===== src/rtl/alu_pkg.sv =====
// Shared types for the bit-serial ALU.
// Op encoding matches the alu1bit slice.
package alu_pkg;

  typedef enum logic [1:0] {
    OP_NOR = 2'b00,
    OP_XOR = 2'b01,
    OP_ADD = 2'b10,
    OP_SUB = 2'b11
  } op_t;

  typedef enum logic [1:0] {
    S_IDLE = 2'b00,
    S_RUN  = 2'b01,
    S_DONE = 2'b10
  } state_t;

  function automatic int cnt_w(input int w);
    return (w <= 1) ? 1 : $clog2(w);
  endfunction

endpackage


===== src/rtl/alu1bit.sv =====
// One-bit ALU slice: NOR, XOR, full add/sub.
// a_ns=1 inverts b on the arithmetic path.
module alu1bit
  import alu_pkg::*;
(
  input  logic a,
  input  logic b,
  input  logic cin,
  input  logic a_ns,
  input  op_t  op,
  output logic s,
  output logic cout
);

  logic bx;

  always_comb begin
    bx   = b ^ a_ns;
    s    = 1'b0;
    cout = 1'b0;
    unique case (op)
      OP_NOR: s = ~(a | b);
      OP_XOR: s = a ^ b;
      OP_ADD, OP_SUB: begin
        s    = a ^ bx ^ cin;
        cout = (a & bx) | (cin & (a ^ bx));
      end
      default: begin
        s    = 1'b0;
        cout = 1'b0;
      end
    endcase
  end

endmodule


===== src/rtl/alu_serial.sv =====
// Bit-serial N-bit ALU: one alu1bit slice, LSB first,
// one bit per cycle, done pulse with result and flags.
module alu_serial
  import alu_pkg::*;
#(
  parameter int WIDTH = 8
) (
  input  logic             clk,
  input  logic             rst_n,
  input  logic             start,
  input  logic [1:0]       op,
  input  logic [WIDTH-1:0] a,
  input  logic [WIDTH-1:0] b,
  output logic             ready,
  output logic             busy,
  output logic             done,
  output logic [WIDTH-1:0] result,
  output logic             carry,
  output logic             ovf,
  output logic             zero
);

  localparam int CW = cnt_w(WIDTH);

  state_t           state_q, state_d;
  logic [CW-1:0]    cnt_q, cnt_d;
  logic [WIDTH-1:0] a_q, a_d;
  logic [WIDTH-1:0] b_q, b_d;
  logic [WIDTH-1:0] res_q, res_d;
  op_t              op_q, op_d;
  logic             cy_q, cy_d;
  logic             carry_q, carry_d;
  logic             ovf_q, ovf_d;
  logic             zero_q, zero_d;

  logic             accept;
  logic             last;
  logic             s;
  logic             co;
  logic [WIDTH-1:0] res_sh;

  alu1bit u_slice (
    .a    (a_q[0]),
    .b    (b_q[0]),
    .cin  (cy_q),
    .a_ns (op_q[0]),
    .op   (op_q),
    .s    (s),
    .cout (co)
  );

  assign accept = start & (state_q != S_RUN);
  assign last   = (state_q == S_RUN) &&
                  (cnt_q == CW'(WIDTH - 1));
  // New bit enters at the MSB; works for WIDTH=1 too.
  assign res_sh = (res_q >> 1) |
                  (WIDTH'(s) << (WIDTH - 1));

  always_comb begin
    state_d = state_q;
    cnt_d   = cnt_q;
    a_d     = a_q;
    b_d     = b_q;
    res_d   = res_q;
    op_d    = op_q;
    cy_d    = cy_q;
    carry_d = carry_q;
    ovf_d   = ovf_q;
    zero_d  = zero_q;

    unique case (state_q)
      S_IDLE:  if (accept) state_d = S_RUN;
      S_RUN:   if (last) state_d = S_DONE;
      S_DONE:  state_d = accept ? S_RUN : S_IDLE;
      default: state_d = S_IDLE;
    endcase

    if (accept) begin
      a_d   = a;
      b_d   = b;
      op_d  = op_t'(op);
      cnt_d = '0;
      cy_d  = op[1] & op[0];
      res_d = '0;
    end else if (state_q == S_RUN) begin
      a_d   = a_q >> 1;
      b_d   = b_q >> 1;
      res_d = res_sh;
      cy_d  = co;
      if (!last) cnt_d = cnt_q + CW'(1);
      if (last) begin
        carry_d = co;
        // cy_q is still the carry into the MSB here
        ovf_d   = op_q[1] & (cy_q ^ co);
        zero_d  = (res_sh == '0);
      end
    end
  end

  always_ff @(posedge clk or negedge rst_n) begin
    if (!rst_n) begin
      state_q <= S_IDLE;
      cnt_q   <= '0;
      a_q     <= '0;
      b_q     <= '0;
      res_q   <= '0;
      op_q    <= OP_NOR;
      cy_q    <= 1'b0;
      carry_q <= 1'b0;
      ovf_q   <= 1'b0;
      zero_q  <= 1'b0;
    end else begin
      state_q <= state_d;
      cnt_q   <= cnt_d;
      a_q     <= a_d;
      b_q     <= b_d;
      res_q   <= res_d;
      op_q    <= op_d;
      cy_q    <= cy_d;
      carry_q <= carry_d;
      ovf_q   <= ovf_d;
      zero_q  <= zero_d;
    end
  end

  assign ready  = (state_q != S_RUN);
  assign busy   = (state_q == S_RUN);
  assign done   = (state_q == S_DONE);
  assign result = res_q;
  assign carry  = carry_q;
  assign ovf    = ovf_q;
  assign zero   = zero_q;

endmodule


===== config.mk =====
export PLATFORM = sky130hd
export DESIGN_NAME = alu_serial
export DESIGN_NICKNAME = d
export VERILOG_FILES = /design/src/rtl/alu_pkg.sv /design/src/rtl/alu1bit.sv /design/src/rtl/alu_serial.sv
export SDC_FILE = /design/constraint.sdc
export NUM_CORES = 1
export LEC_CHECK = 0
export ABC_AREA = 1
export BUFFER_PORTS_ARGS = -buffer_cell sky130_fd_sc_hd__buf_4
export CAP_MARGIN = 15
export CORE_ASPECT_RATIO = 1.5
export CORE_UTILIZATION = 25
export CTS_BUF_LIST = sky130_fd_sc_hd__clkbuf_8
export DETAILED_ROUTE_END_ITERATION = 10
export PLACE_DENSITY = 0.45
export SLEW_MARGIN = 20
export SYNTH_ARGS = -nofsm -noshare
export SYNTH_HDL_FRONTEND = slang
export SYNTH_SLANG_ARGS = --single-unit

===== constraint.sdc =====
create_clock -name clk -period 1.8 [get_ports clk]
set_input_delay 0.09 -clock clk [delete_from_list [all_inputs] [get_ports clk]]
set_output_delay 0.09 -clock clk [all_outputs]
set_load 0.1 [all_outputs]

==> impl_metrics.csv <==
group,metric,value,unit
status,status,"finished, final reports clean",
global_routing,overflow,0,
final_layout,antenna_cells,0,
global_routing,antenna_found_initial,0,
sta,timing.fmax,0.653,GHz
synthesis,post-synth-top-count-cell,"nand2_1",
hold_path,hold_path_depth,3,
hold_path,holdPathEnd,"b_q[5]",
clocking,cts_tree,"built",
clocking,h-tree-depth,2,
sta,setup_violations,0,
clocking,cts.clk_slew.worst_paths,0.07,ns
placed_design,placed_cells,290,
clocking,numCtsBuffers,5,
synthesis,syn-num-nets,211,
final_layout,fillers,684,
drt,route.detailed.drc,0,
worst_setup_path,crit-reg2reg-capture,"a_q[6]",
final_layout,syn2layout_area_growth,26.4,%
worst_setup_path,critPathArrivalTime,1.44,ns
drt,wl_met1,1.52,mm
hold_path,hp-start,"b[5]",
drt,maxUsedRoutingLayer,"met4",
hold_path,hp-class,"primary input to flip-flop",
clocking,clock_latency,0.28,ns
clocking,clockBufferDepth,2,
clocking,postCtsHoldBufs,2,
sta,rsz0062_at_grt,"false",
sta,drv_slew,0,
sta,final-hold-violation-count,0,
clocking,cts-root-buf,"clkbuf_8",
drt,drtAntennaViolNets,0,
floorplanning,dieHeight,100,um
sta,worstMarginPinSlew,0.454,ns
final_layout,nets,250,
final_layout,drive_gt1_share,23.0,%
worst_setup_path,rrSetupSlack,0.40,ns
synthesis,ys_warn_count,0,
drt,wl_met3,140,um
synthesis,synth_seq_cells,35,
power_and_ir_drop,powerDensity,1970,mW/mm^2
sta,setup_tns,0,ns
synthesis,synth_edf_count,0,
sta,period_needed,1.53,ns
placed_design,hpwl,2.59,mm
global_routing,grt_max_degree,36,
sta,fin_crit_sh,85.0,%
synthesis,yosysTopAreaCellShare,54.3,%
drt,vias,1292,
placed_design,numPortBuffers,34,
worst_setup_path,crit_required,1.71,ns
global_routing,grt_pass1_vias,1292,
synthesis,synth_ff_type,"dfrtp_1",
synthesis,yosysUniqueCellTypes,23,
worst_setup_path,crit_fanout,19,
clocking,postCtsSetupRepairBufs,0,
job,maxCapViolCount,0,
drt,wl,3.61,mm
floorplanning,dieArea,0.00678,sq mm
sta,fin_skew,0.00454,ns
worst_setup_path,reg2reg_depth,5,
drt,viasPerCell,4.31,
worst_setup_path,worst-setup-path-type,"flip-flop to output port",
power_and_ir_drop,ir_drop,0.889,mV
synthesis,ys_top_cells_by_area,"dfrtp_1 (54%), nand2_1 (17%), nand3_1 (4.7%), inv_1 (3.7%), ha_1 (2.3%)",
sta,slew_headroom,69.7,%
synthesis,synth_commonest_cells,"nand2_1 (74), dfrtp_1 (35), inv_1 (16)",
drt,drt_iter0_drc,60,
worst_setup_path,r2r-start,"state_q[0]",
floorplanning,ioPinCount,35,
synthesis,yosysSeqAreaShare,54.3,%
clocking,post_cts_resize_count,0,
power_and_ir_drop,power,4.02,mW
synthesis,async_flop_share,100,%
worst_setup_path,endpoint_kind,"output port",
floorplanning,start_util,26.1,%
global_routing,grt_use_total,12.3,%
synthesis,synth_area,0.00161,sq mm
floorplanning,core,0.00617,sq mm
floorplanning,die_w,67.6,um
synthesis,postSynthCellCount,186,
synthesis,yosys.area.top_type,"dfrtp_1",
clocking,clock-sinks,35,
floorplanning,rows,35,
placed_design,gp_congestion,0.720,
drt,met2_length,1.89,mm
power_and_ir_drop,p_leak,1.05,nW
synthesis,synth.avg_cell_area,8.66,sq um
drt,dr.pass1.iters,4,
drt,wl_per_cell,12.0,um
final_layout,stdcell_count,300,
worst_setup_path,start_kind,"flip-flop",
global_routing,grt_pass1_wl,6.20,mm
==> flip-flops by register name, indices dropped and copies added, names as in the netlist <==
signal / flops
b_q: 8
result: 8
state_q: 2
ovf: 1
op_q: 2
cy_q: 1
zero: 1
carry: 1
a_q: 8
cnt_q: 3
==> worst max-delay path: stages (launching register included) <==
cell and delay (ns):
dfrtp_1 0.41, inv_2 0.05, nor2_2 0.10, buf_4 0.26, buf_4 0.33
==> worst max path at each step <==
stage / start / endpoint / slack [ns] / cells past startpoint
after global placement: state_q[0] / a_q[6] / 0.37 / 5
after global routing: state_q[0] / busy / 0.18 / 4
final: state_q[0] / busy / 0.27 / 4
after detailed placement: state_q[0] / a_q[6] / 0.39 / 5
after CTS: state_q[0] / busy / 0.24 / 4
after floorplan: state_q[0] / done / 0.03 / 1
==> through the flow <==
stage	util (%)	hold slack (ns)	area [sq um]	worst slack [ns]
4_1_cts	33.0	0.00857	2040	0.239
3_3_place_gp	31.0	0.0798	1920	0.369
3_5_place_dp	31.0	0.0782	1920	0.386
2_1_floorplan	-	-0.206	1610	0.0334
5_1_grt	33.0	0.0191	2040	0.185
6_report	33.0	0.0167	2040	0.269
==> placed cells by master (no fill, tap or decap) <==
cell and count:
nand2_1 74, buf_4 37, dfrtp_1 35, inv_1 17
nand3_1 15, nor2_1 8, clkbuf_8 7, o21ai_0 5
o22ai_1 5, o211ai_1 4, nand2_2 3, ha_1 3
inv_2 2, o21ai_1 2, dlygate4sd3_1 2, nor2_2 1
xnor2_1 1, nand2_4 1, o21ai_2 1, nand3b_1 1
a21oi_1 1, fa_1 1
==> per-layer routing <==
metal  track usage (%)  vias up
li1                  -      660
met1              13.9      603
met2              21.2       25
met3              2.84        4
met4              5.40        0
met5                 0        -
==> logic make-up (layout without fill, tap and decap cells) <==
logic type      Yosys count  count (layout)  synth area share [%]
compound gates           18              18                  6.83
xor+xnor                  1               1                 0.544
fa+ha+maj                 4               4                  3.57
buf+inv                  25              65                  8.23
flops                    35              35                  54.3
simple gates            103             103                  26.5
==> power by group <==
group	internal, mW	switching (mW)
clock network	0.344	0.276
registers	1.10	0.203
logic	0.546	1.56
total	1.99	2.03
==> cell type report <==
cell class	instances	area (sq um)	area share [%]
inverters	18	67.6	3.32
clock inverters	1	3.75	0.184
repair buffers	39	298	14.6
multi-input cells	126	603	29.6
flip-flops and latches	35	876	43.0
clock buffers	7	96.3	4.73
well taps	74	92.6	4.55
Power figures use the tool's default switching activity.
